`src/rtl/load_extender.sv`:
```
// MEM-stage load-return unit: word read over a req/ack bus, byte/halfword select, zero/sign extension.
// Define LOAD_EXT_EXC_EN to enable the misaligned-address exception; otherwise addr_exc stays 0.
module load_extender #(
  parameter int TIMEOUT = 16
) (
  input  logic        clk,
  input  logic        reset,
  input  logic        ld_req,
  input  logic [2:0]  ld_op,
  input  logic [31:0] addr,
  output logic        mem_req,
  output logic [31:0] mem_addr,
  input  logic [31:0] mem_rdata,
  input  logic        mem_ack,
  output logic [31:0] rd_data,
  output logic        rd_valid,
  output logic        bus_err,
  output logic        addr_exc,
  output logic        stall
);

`ifdef LOAD_EXT_EXC_EN
  localparam bit EXC_EN = 1'b1;
`else
  localparam bit EXC_EN = 1'b0;
`endif

  localparam logic [7:0] TIMEOUT_M1 = 8'(TIMEOUT - 1);

  typedef enum logic [1:0] {
    IDLE = 2'd0,
    WAIT = 2'd1,
    DONE = 2'd2
  } state_e;

  state_e      state_q, state_d;
  logic        mem_req_q, mem_req_d;
  logic [31:0] mem_addr_q, mem_addr_d;
  logic [31:0] rd_data_q, rd_data_d;
  logic        rd_valid_q, rd_valid_d;
  logic        bus_err_q, bus_err_d;
  logic        addr_exc_q, addr_exc_d;
  logic [7:0]  cnt_q, cnt_d;
  logic [2:0]  op_q, op_d;
  logic [1:0]  boff_q, boff_d;
  logic        stall_s;

  // Reserved op codes 101-111 behave as LW, including the alignment rule.
  function automatic logic is_misaligned(input logic [2:0] op, input logic [1:0] boff);
    case (op)
      3'b001, 3'b010: is_misaligned = 1'b0;
      3'b011, 3'b100: is_misaligned = boff[0];
      default:        is_misaligned = (boff != 2'b00);
    endcase
  endfunction

  // Halfword lane uses only boff[1], so low bits round down naturally when unchecked.
  function automatic logic [31:0] extend_load(input logic [2:0] op, input logic [1:0] boff,
                                              input logic [31:0] word);
    logic [7:0]  b;
    logic [15:0] h;
    case (boff)
      2'd0:    b = word[7:0];
      2'd1:    b = word[15:8];
      2'd2:    b = word[23:16];
      default: b = word[31:24];
    endcase
    h = boff[1] ? word[31:16] : word[15:0];
    case (op)
      3'b001:  extend_load = {24'h000000, b};
      3'b010:  extend_load = {{24{b[7]}}, b};
      3'b011:  extend_load = {16'h0000, h};
      3'b100:  extend_load = {{16{h[15]}}, h};
      default: extend_load = word;
    endcase
  endfunction

  always_comb begin
    state_d    = state_q;
    mem_req_d  = mem_req_q;
    mem_addr_d = mem_addr_q;
    rd_data_d  = rd_data_q;
    rd_valid_d = 1'b0;
    bus_err_d  = 1'b0;
    addr_exc_d = 1'b0;
    cnt_d      = cnt_q;
    op_d       = op_q;
    boff_d     = boff_q;
    stall_s    = 1'b0;
    case (state_q)
      IDLE: begin
        stall_s = ld_req;
        if (ld_req) begin
          op_d       = ld_op;
          boff_d     = addr[1:0];
          mem_addr_d = {addr[31:2], 2'b00};
          if (EXC_EN && is_misaligned(ld_op, addr[1:0])) begin
            state_d    = DONE;
            rd_valid_d = 1'b1;
            addr_exc_d = 1'b1;
            rd_data_d  = 32'h0000_0000;
          end else begin
            state_d   = WAIT;
            mem_req_d = 1'b1;
            cnt_d     = 8'd0;
          end
        end else begin
          state_d = IDLE;
        end
      end
      WAIT: begin
        stall_s = 1'b1;
        if (mem_ack) begin
          rd_data_d  = extend_load(op_q, boff_q, mem_rdata);
          rd_valid_d = 1'b1;
          mem_req_d  = 1'b0;
          state_d    = DONE;
        end else if (cnt_q == TIMEOUT_M1) begin
          rd_data_d  = 32'h0000_0000;
          rd_valid_d = 1'b1;
          bus_err_d  = 1'b1;
          mem_req_d  = 1'b0;
          state_d    = DONE;
        end else begin
          cnt_d = cnt_q + 8'd1;
        end
      end
      DONE: begin
        // ld_req here still names the finished load, so it is not looked at.
        state_d   = IDLE;
        rd_data_d = 32'h0000_0000;
      end
      default: begin
        state_d   = IDLE;
        mem_req_d = 1'b0;
      end
    endcase
  end

  always_ff @(posedge clk) begin
    if (reset) begin
      state_q    <= IDLE;
      mem_req_q  <= 1'b0;
      mem_addr_q <= 32'h0000_0000;
      rd_data_q  <= 32'h0000_0000;
      rd_valid_q <= 1'b0;
      bus_err_q  <= 1'b0;
      addr_exc_q <= 1'b0;
      cnt_q      <= 8'd0;
      op_q       <= 3'b000;
      boff_q     <= 2'b00;
    end else begin
      state_q    <= state_d;
      mem_req_q  <= mem_req_d;
      mem_addr_q <= mem_addr_d;
      rd_data_q  <= rd_data_d;
      rd_valid_q <= rd_valid_d;
      bus_err_q  <= bus_err_d;
      addr_exc_q <= addr_exc_d;
      cnt_q      <= cnt_d;
      op_q       <= op_d;
      boff_q     <= boff_d;
    end
  end

  assign mem_req  = mem_req_q;
  assign mem_addr = mem_addr_q;
  assign rd_data  = rd_data_q;
  assign rd_valid = rd_valid_q;
  assign bus_err  = bus_err_q;
  assign addr_exc = addr_exc_q;
  assign stall    = reset ? 1'b0 : stall_s;

endmodule

```
`config.mk`:
```
export PLATFORM = sky130hd
export DESIGN_NAME = load_extender
export DESIGN_NICKNAME = d
export VERILOG_FILES = /design/src/rtl/load_extender.sv
export SDC_FILE = /design/constraint.sdc
export NUM_CORES = 1
export LEC_CHECK = 0
export ABC_CLOCK_PERIOD_IN_PS = 1920
export CORE_AREA = 2 2 101 103
export CTS_CLUSTER_SIZE = 14
export DETAILED_ROUTE_END_ITERATION = 8
export DIE_AREA = 0 0 103 105
export PLACE_DENSITY = 0.75
export SLEW_MARGIN = 20
export SYNTH_ARGS = -nofsm -noshare
export SYNTH_HDL_FRONTEND = slang
export SYNTH_SLANG_ARGS = --single-unit
```
`constraint.sdc`:
```
create_clock -name clk -period 1.92 [get_ports clk]
set_clock_uncertainty 0.1 [all_clocks]
set_input_delay 0.192 -clock clk [delete_from_list [all_inputs] [get_ports clk]]
set_output_delay 0.192 -clock clk [all_outputs]
set_load 0.02 [all_outputs]
```
==> run_results.csv, run 1 <==
group,metric,value,unit
grt,grt_pass1_vias,4096,
synthesis,ys_types,58,
layout,area_growth,49.5,%
floorplanning,rows,36,
clock_tree,clk_latency,0.36,ns
job,drv_cap,0,
floorplanning,start_util,39.6,%
drt,wl_per_cell,16.5,um
drt,via_per_inst,5.45,
synthesis,netlist.area_leader.share,41.9,%
setup_path,arrival,2.00,ns
synthesis,synth.cell_area,3820,sq um
min_path,hp-class,"in2reg",
synthesis,syn_inst,454,
layout,fillerInstances,885,
clock_tree,cts_setup_buffers,0,
min_path,hold_start,"reset",
timing,setup_violations,0,
power,switching_share,31.0,%
power,power_frac_clock,32.9,%
timing,finalMaxSlewViolations,0,
grt,met2_usage,39.2,%
synthesis,synth_largest_area_cell,"dfxtp_1",
power,p_switching,1.28,mW
place,port_buffers,136,
power,p_leak,2.11,nW
setup_path,path_max_fanout,10,
grt,grt_first_pass_wirelength,19600,um
drt,ant_nets,0,
setup_path,worstReg2RegEnd,"rd_data[18]$_SDFFE_PP0P_",
floorplanning,boundaryPins,140,
synthesis,synth-seq-area-share,41.9,%
timing,fin_crit_sh,94.2,%
timing,layout_min_cycle_time,1.81,ns
clock_tree,clkSinkCount,80,
synthesis,yosys-top-cells-area,"dfxtp_1, nand2_1, a21oi_1",
setup_path,crit_type,"reg2reg",
power,pwr-share-seq,43.6,%
drt,drtIter0Drc,225,
clock_tree,hold_buffers,0,
grt,met1_usage,26.4,%
clock_tree,cts_max_path_buffers,2,
layout,multiInputGateArea,2030,sq um
drt,drc,0,
drt,vias,4045,
synthesis,synth-edff-count,0,
power,p_int,2.85,mW
power,pwr-share-comb,23.5,%
setup_path,rrSetupSlack,0.11,ns
floorplanning,die_area,10800,sq um
grt,grt_max_degree,22,
layout,antennaDiodeCount,0,
layout,drive_gt1_share,12.5,%
synthesis,synth-seq-cells,80,
setup_path,reg2regPathDepth,6,
setup_path,worst_ep_required_time,2.11,ns
clock_tree,cts_made_buffers,9,
setup_path,critPathCaptureType,"register",
min_path,holdPathStages,3,
drt,wl,12300,um
layout,fin_nets,676,
layout,final_common_cell,"clkdlybuf4s50_1",
timing,tns,0,ns
grt,top_usage_layer,"met2",
power,vdd_ir_drop_max,496,uV
timing,hold_viol,0,
status,status,"finished, final reports clean",
grt,grt_usage,22.7,%
clock_tree,ctsRootBufferMaster,"clkbuf_8",
synthesis,yosysWarnings,0,
timing,fmax,553,MHz
floorplanning,coreArea,9640,sq um
grt,antenna_found_initial,0,
synthesis,synth_top_flop_cell,"dfxtp_1",
place,gp_congestion,0.876,
layout,seqCellArea,1600,sq um
place,dpl.hpwl,9360,um
min_path,min_to,"cnt_q[4]$_SDFFE_PP0P_",
timing,slew_headroom,66.1,%
clock_tree,cts.clk_slew.worst_paths,0.09,ns
timing,tightest_slew,0.507,ns
layout,mostFrequentLayoutCells,"clkdlybuf4s50_1, nand2_1, dfxtp_1, a21oi_1, buf_4",
drt,drt-pass1-iter-count,5,
setup_path,r2r-start,"op_q[0]$_SDFFE_PP0P_",
timing,hold-worst-slack,0.176,ns
power,powerDensity,724,nW/um^2
clock_tree,htree_levels,3,
grt,grtUsageMet3,6.56,%
grt,gr-total-overflow,0,
synthesis,syn_avg_cell_area,8.41,sq um
synthesis,async_reset_ff_share,0,%
floorplanning,die_w,103,um
setup_path,worstSetupStartpointType,"register",
clock_tree,cts_tree,"built",
floorplanning,die_y,105,um
-- layout make-up --
cell class,count,share of cell area [%]
multi-input combinational,331,35.6
timing repair buffer,178,29.5
sequential,80,28.1
tap,133,2.91
clock buffer,9,2.17
clock inverter,7,1.51
inverter,4,0.263
-- timing repair --
item | 4_1_cts | 5_1_grt
resized for setup | 1 | 5
setup endpoints to repair | 1 | 21
pin swaps | 0 | 0
-- critical path, stage by stage, from the launching register on --
cell and delay [ns]:
dfxtp_1 0.38, nor2_2 0.39, buf_4 0.23, xnor2_1 0.20, buf_4 0.24, nor2_1 0.05, o2bb2ai_1 0.13
-- per-layer routing --
layer	vias up	wire length [um]
met1	1898	4900
met4	0	218
li1	1943	-
met3	17	1070
met2	187	6080
met5	-	0
-- cells by family after synthesis --
logic type / share of synthesized area (%)
buffers and inverters: 5.47
flip-flops: 41.9
adder cells (fa/ha/maj): 0.590
AND/OR/NAND/NOR: 17.5
AO/OA/AOI/OAI: 27.6
XOR/XNOR: 0.459
other: 0.0982
multiplexers: 6.32
-- flip-flops by register name (all words and copies together), names as in the netlist --
name	cells
bus_err	1
op_q	3
mem_req	1
rd_valid	1
boff_q	2
cnt_q	8
mem_addr	30
rd_data	32
state_q	2
-- Yosys cell counts (7+ instances only) --
cell       count
a21oi_1       55
a2bb2oi_1      8
a32o_1         7
and3_1         7
clkbuf_1      28
dfxtp_1       80
mux2_2         7
mux2i_1       14
nand2_1       82
nor2_1        22
o21ai_0       21
o22ai_1        8
o2bb2ai_1     18
or3_1          7
-- worst max-delay path by stage --
| stage | startpoint | end | cells past startpoint |
|---|---|---|---|
| after detailed placement | mem_rdata[15] | rd_data[8]$_SDFFE_PP0P_ | 6 |
| after CTS | cnt_q[1]$_SDFFE_PP0P_ | rd_data[26]$_SDFFE_PP0P_ | 6 |
| after floorplan | cnt_q[0]$_SDFFE_PP0P_ | rd_data[11]$_SDFFE_PP0P_ | 7 |
| after global placement | mem_rdata[31] | rd_data[8]$_SDFFE_PP0P_ | 6 |
| final | op_q[0]$_SDFFE_PP0P_ | rd_data[18]$_SDFFE_PP0P_ | 6 |
| after global routing | cnt_q[1]$_SDFFE_PP0P_ | cnt_q[3]$_SDFFE_PP0P_ | 6 |
-- metrics by stage --
stage | area [sq um] | total power [mW] | setup slack [ns] | utilization (%) | std cells
global route | 5710 | 4.32 | -0.000263 | 59.2 | 742
CTS | 5700 | 4.15 | 0.0139 | 59.1 | 742
detailed placement | 5490 | 2.81 | -0.0603 | 56.9 | 726
floorplan | 3830 | 2.32 | 0.0521 | - | 456
global placement | 5490 | 2.78 | 0.0271 | 56.9 | 726
finish | 5710 | 4.14 | 0.111 | 59.2 | 742
-- power groups by stage --
stage          registers (mW)  clock network (mW)  logic (mW)
2_1_floorplan            1.91                   0       0.409
6_report                 1.80                1.36       0.970
5_1_grt                  1.82                1.45        1.05
3_5_place_dp             1.84                   0       0.964
3_3_place_gp             1.84                   0       0.943
4_1_cts                  1.80                1.38       0.966
Note: power is estimated with default switching activity, not from simulation.
==> run 2: changes to the inputs <==
- CAP_MARGIN: not set -> 20
==> results of run 2 <==
No change in the layout: final DEF, timing and power equal those of run 1.
==> run 3: changes to the inputs <==
- HOLD_SLACK_MARGIN: not set -> 0.03
==> results of run 3 <==
No change in the layout: final DEF, timing and power equal those of run 1.
